$ cat config.mk
export PLATFORM = sky130hd
export DESIGN_NAME = mat_result_drain
export DESIGN_NICKNAME = d
export VERILOG_FILES = /design/src/rtl/mat_result_drain.sv
export SDC_FILE = /design/constraint.sdc
export NUM_CORES = 1
export LEC_CHECK = 0
export CAP_MARGIN = 20
export CELL_PAD_IN_SITES_DETAIL_PLACEMENT = 0
export CELL_PAD_IN_SITES_GLOBAL_PLACEMENT = 1
export CORE_MARGIN = 10
export CORE_UTILIZATION = 42
export CTS_CLUSTER_DIAMETER = 150
export DETAILED_ROUTE_END_ITERATION = 10
export PLACE_DENSITY = 0.92
export SLEW_MARGIN = 40
export SYNTH_ARGS = -nofsm -noshare
export SYNTH_HDL_FRONTEND = slang
export SYNTH_SLANG_ARGS = --single-unit
$ cat constraint.sdc
create_clock -name clk -period 2.7 [get_ports clk]
set_clock_uncertainty 0.05 [all_clocks]
set_input_delay 0.675 -clock clk [delete_from_list [all_inputs] [get_ports clk]]
set_output_delay 0.675 -clock clk [all_outputs]
set_load 0.01 [all_outputs]
$ cat src/rtl/mat_result_drain.sv
// Purpose : captures a finished N*N result tile from the multiplier and streams its elements out one per beat.
// Latency : a capture at edge k presents element [0][0] with m_valid=1 after edge k; a matrix needs N*N accepted beats.
// Backpr. : m_ready=0 holds the current element stable; captures are refused (and counted as drops) while streaming.
//
// Ports:
//   clk, resetn           clock (rising edge) and asynchronous active-low reset
//   valid_in, last_in     result strobe and end-of-accumulation qualifier from the multiplier
//   result_in             packed signed matrix [row][col][W_OUT]; element [0][0] in the low bits
//   cap_ready             a capture presented this cycle will be taken
//   m_valid/m_ready       output stream handshake
//   m_data/m_row/m_col    current element and its coordinates
//   m_last                final element of the matrix
//   clr_err               synchronous clear of overflow and drop_cnt
//   overflow, drop_cnt    sticky drop flag and saturating drop count
//
// Build option: define MAT_DRAIN_COL_MAJOR_EN to stream column-major instead of row-major.
module mat_result_drain #(
  parameter int W_OUT = 32,
  parameter int N     = 2,
  parameter int W_CNT = 8,
  localparam int RC_W = (N > 1) ? $clog2(N) : 1
) (
  input  logic                    clk,
  input  logic                    resetn,
  input  logic                    valid_in,
  input  logic                    last_in,
  input  logic [N*N*W_OUT-1:0]    result_in,
  output logic                    cap_ready,
  output logic                    m_valid,
  input  logic                    m_ready,
  output logic signed [W_OUT-1:0] m_data,
  output logic [RC_W-1:0]         m_row,
  output logic [RC_W-1:0]         m_col,
  output logic                    m_last,
  input  logic                    clr_err,
  output logic                    overflow,
  output logic [W_CNT-1:0]        drop_cnt
);

  localparam int NE    = N * N;
  localparam int IDX_W = (NE > 1) ? $clog2(NE) : 1;
  localparam logic [IDX_W-1:0] IDX_LAST = IDX_W'(NE - 1);

  typedef enum logic {IDLE, STREAM} state_t;

  state_t                      state;
  logic [IDX_W-1:0]            idx;
  logic [NE-1:0][W_OUT-1:0]    mat_q;

  logic                        at_last;
  logic                        beat_done;
  logic                        cap_evt;
  logic                        drop_evt;
  logic [RC_W-1:0]             row;
  logic [RC_W-1:0]             col;
  logic [IDX_W-1:0]            phys;

  assign at_last   = (idx == IDX_LAST);
  assign beat_done = m_valid & m_ready;

  // The final handshake frees the buffer in the same cycle, so a new tile
  // can be taken without a bubble between matrices.
  assign cap_ready = (state == IDLE) | (beat_done & at_last);
  assign cap_evt   = valid_in & last_in & cap_ready;
  assign drop_evt  = valid_in & last_in & ~cap_ready;

  // Stream index -> (row, col) -> storage slot. Storage is always [row][col].
  always_comb begin
`ifdef MAT_DRAIN_COL_MAJOR_EN
    row = RC_W'(int'(idx) % N);
    col = RC_W'(int'(idx) / N);
`else
    row = RC_W'(int'(idx) / N);
    col = RC_W'(int'(idx) % N);
`endif
    phys = IDX_W'(int'(row) * N + int'(col));
  end

  assign m_row  = row;
  assign m_col  = col;
  assign m_data = $signed(mat_q[phys]);
  assign m_last = at_last & m_valid;

  always_ff @(posedge clk or negedge resetn) begin
    if (!resetn) begin
      state   <= IDLE;
      m_valid <= 1'b0;
      idx     <= '0;
      mat_q   <= '0;
    end else begin
      case (state)
        IDLE: begin
          if (cap_evt) begin
            mat_q   <= result_in;
            idx     <= '0;
            state   <= STREAM;
            m_valid <= 1'b1;
          end
        end
        STREAM: begin
          if (beat_done) begin
            if (!at_last) begin
              idx <= idx + 1'b1;
            end else if (cap_evt) begin
              // Back-to-back tile: reload and restart without leaving STREAM.
              mat_q <= result_in;
              idx   <= '0;
            end else begin
              idx     <= '0;
              state   <= IDLE;
              m_valid <= 1'b0;
            end
          end
        end
        default: begin
          state   <= IDLE;
          m_valid <= 1'b0;
          idx     <= '0;
        end
      endcase
    end
  end

  // Drop bookkeeping; a clear in the same cycle as a drop discards that drop.
  always_ff @(posedge clk or negedge resetn) begin
    if (!resetn) begin
      overflow <= 1'b0;
      drop_cnt <= '0;
    end else if (clr_err) begin
      overflow <= 1'b0;
      drop_cnt <= '0;
    end else if (drop_evt) begin
      overflow <= 1'b1;
      if (drop_cnt != {W_CNT{1'b1}}) begin
        drop_cnt <= drop_cnt + 1'b1;
      end
    end
  end

endmodule

==> flow_summary_export.csv, run 1 <==
group,metric,value,unit
die,num_rows,44,
critical_path,cp.arrival,1.91,ns
clocking,cts_tree,"built",
routing,drc,0,
die,die_x,142,µm
placement,post_dp_cell_area,8290,µm²
cells_and_area,postLayoutCoreUtil,62.2,%
clocking,cts-root-buf,"clkbuf_16",
synthesis,ys_warn_count,0,
routing,drtPass1Iterations,4,
die,die_area,20200,µm²
clocking,clk_latency,0.41,ns
critical_path,crit_type,"flip-flop to output port",
cells_and_area,drive_gt1_share,38.7,%
synthesis,synth.avg_cell_area,16.3,µm²
sta,relSlewSlack,70.6,%
critical_path,start_kind,"flip-flop",
synthesis,synth.area.top_cells,"dfrtp_1 56%, mux2_2 23%, mux4_2 11%",
cells_and_area,final_area,9070,µm²
routing,drtIter0Drc,109,
synthesis,syn-cell-area,6270,µm²
power,p_leak,3.85,nW
critical_path,cp-end-kind,"output port",
sta,hold_violations,0,
power,power_frac_clock,35.0,%
cells_and_area,nNetsFinal,722,
routing,ant_nets,0,
synthesis,synth_top_area_cell,"dfrtp_1",
outcome,status,"finished, final reports clean",
critical_path,r2r-start,"idx[0]",
critical_path,cpPeakStageDelay,0.50,ns
critical_path,cpMostUsedCell,"buf_12",
routing,viasPerCell,5.09,
synthesis,async_reset_ff_share,100,%
routing,avgRoutedWirePerCell,19.4,µm
run,drv_cap,0,
cells_and_area,nFillCells,1084,
synthesis,synth_cell_type_count,33,
synthesis,synth.yosys.seq_area_share,56.2,%
power,p_seq_share,37.9,%
sta,setup_slack,0.0697,ns
sta,min_period,2.63,ns
critical_path,timing.rr.end,"mat_q[44]",
critical_path,crit_buf_inv,3,
power,comb_power_share,27.1,%
placement,place_hpwl,11000,µm
sta,fmax,0.380,GHz
placement,portBuffers,179,
die,initial_utilization,43.0,%
synthesis,syn_nets,522,
cells_and_area,multi_input_area,2570,µm²
grt,overflow,0,
worst_hold_path,hp-class,"primary input to asynchronous set/reset pin",
synthesis,synth.top_cell.area_share,56.2,%
critical_path,path_cells,"buf_12, buf_12, mux4_2, clkdlybuf4s15_1",
grt,grt.total_usage,15.1,%
sta,hold_slack,0.101,ns
clocking,clock_sinks,141,
critical_path,crit_required,1.98,ns
routing,vias,3984,
sta,setup_tns,0,ns
power,internal-power,5.33,mW
power,peakVddDrop,437,µV
clocking,clk_pin_slew,0.06,ns
sta,report.final.slew_viol_count,0,
placement,gp_congestion,0.738,
clocking,cts_hold_buffers,0,
grt,antenna_found_initial,0,
critical_path,cp_max_fo,7,
synthesis,synth_most_common_cell,"dfrtp_1",
power,power.switching,1.78,mW
critical_path,r2r_setup_slack,0.56,ns
critical_path,crit_family,"buffers and inverters",
sta,setup_viol,0,
die,ioPinCount,180,
cells_and_area,area.growth.synth_to_final,44.5,%
cells_and_area,regArea,3530,µm²
clocking,htree_levels,4,
die,core-area,14600,µm²
grt,grt_pass1_vias,4443,
grt,grt_pass1_wl,24100,µm
cells_and_area,diodes,0,
synthesis,syn_inst,386,
synthesis,ys_top_cells_by_count,"141 x dfrtp_1, 129 x mux2_2, 32 x mux4_2, 12 x buf_6, 10 x nor2_1",
power,sw_frac_of_total,25.0,%
die,die_h,142,µm
synthesis,ys.flop_type,"dfrtp_1",
clocking,cts_made_buffers,17,
critical_path,critPathSlowestCell,"mux4_2",
sta,worstMarginPinSlew,0.440,ns
clocking,cts_buffer_depth,2,
critical_path,reg2reg_depth,7,
grt,grt_max_degree,71,
routing,totalWireLength,15200,µm
synthesis,synth_edf_count,0,
power,p_per_area,785,nW/µm²
sta,finalCritPeriodShare,97.4,%
synthesis,synth-seq-cells,141,
placement,pre_cts_ws,0.0722,ns
==> final cells by class <==
cell class / count / area share (%)
tap: 184 / 2.54
clock buffer: 19 / 4.99
clock inverter: 13 / 2.08
timing repair buffer: 204 / 23.1
inverter: 2 / 0.0828
multi-input combinational: 220 / 28.3
sequential: 141 / 38.9
==> registers in the layout, summed over array words and instances (netlist names) <==
signal,count
drop_cnt,8
idx,2
m_valid,1
mat_q,128
overflow,1
state,1
==> how the worst max path moves through the flow <==
stage / depth (start not counted) / slack [ns] / to / from
2_1_floorplan: 3 / 0.50 / m_data[10] / idx[0]
3_3_place_gp: 4 / 0.08 / cap_ready / m_ready
3_5_place_dp: 4 / 0.07 / cap_ready / m_ready
4_1_cts: 5 / -0.05 / cap_ready / idx[0]
5_1_grt: 4 / -0.003 / m_data[16] / idx[0]
6_report: 4 / 0.07 / m_data[19] / idx[0]
==> metrics by stage <==
stage                     power, mW  std cells
after floorplan                3.65        386
after global placement         4.58        737
after detailed placement       4.65        737
after CTS                      7.06        773
after global routing           7.48        783
final                          7.12        783
==> cell families after synthesis <==
group	Yosys count	share of synthesized area, %
adders and majority gates	2	0.399
buffers and inverters	25	3.15
DFF	141	56.2
AOI/OAI and AO/OA	12	1.34
muxes	165	35.4
and+or+nand+nor	41	3.45
==> repair_timing <==
action | 4_1_cts | 5_1_grt
gates resized for setup | 34 | 25
buffers inserted | 4 | 9
endpoints found under the hold margin | 0 | 0
gates cloned | 0 | 1
endpoints found under the setup margin | 34 | 18
==> power by group through the flow <==
| stage | Sequential (mW) | Combinational [mW] | Clock, mW |
|---|---|---|---|
| final | 2.70 | 1.93 | 2.49 |
| after global routing | 2.75 | 2.08 | 2.65 |
| after CTS | 2.70 | 1.82 | 2.55 |
| after detailed placement | 2.74 | 1.91 | 0 |
| after global placement | 2.70 | 1.88 | 0 |
| after floorplan | 2.65 | 1.00 | 0 |
==> metal layers <==
layer / vias up / share of wire [%] / GRT usage (%)
met2: 113 / 50 / 24.7
met5: - / 0 / 0
met1: 2023 / 41 / 17.8
met3: 12 / 7.6 / 6.24
met4: 0 / 0.79 / 4.68
li1: 1836 / - / -
==> layout by cell type (no fill, tap or decap), types with 3 or more instances in the layout <==
cell             count
clkdlybuf4s50_1    145
dfrtp_1            139
mux2_2             129
mux4_2              32
clkdlybuf4s15_1     20
clkbuf_16           18
buf_4               15
nor2_1              10
dlygate4sd2_1       10
buf_12               9
nand2_1              8
nand3_1              6
clkinvlp_4           5
nor2b_1              4
bufinv_16            4
a21oi_1              3
Power figures use the tool's default switching activity.
==> run 2: changes to the inputs <==
- SLEW_MARGIN: 40 -> 20
==> results of run 2 <==
Final layout, timing and power as in run 1 (identical DEF).
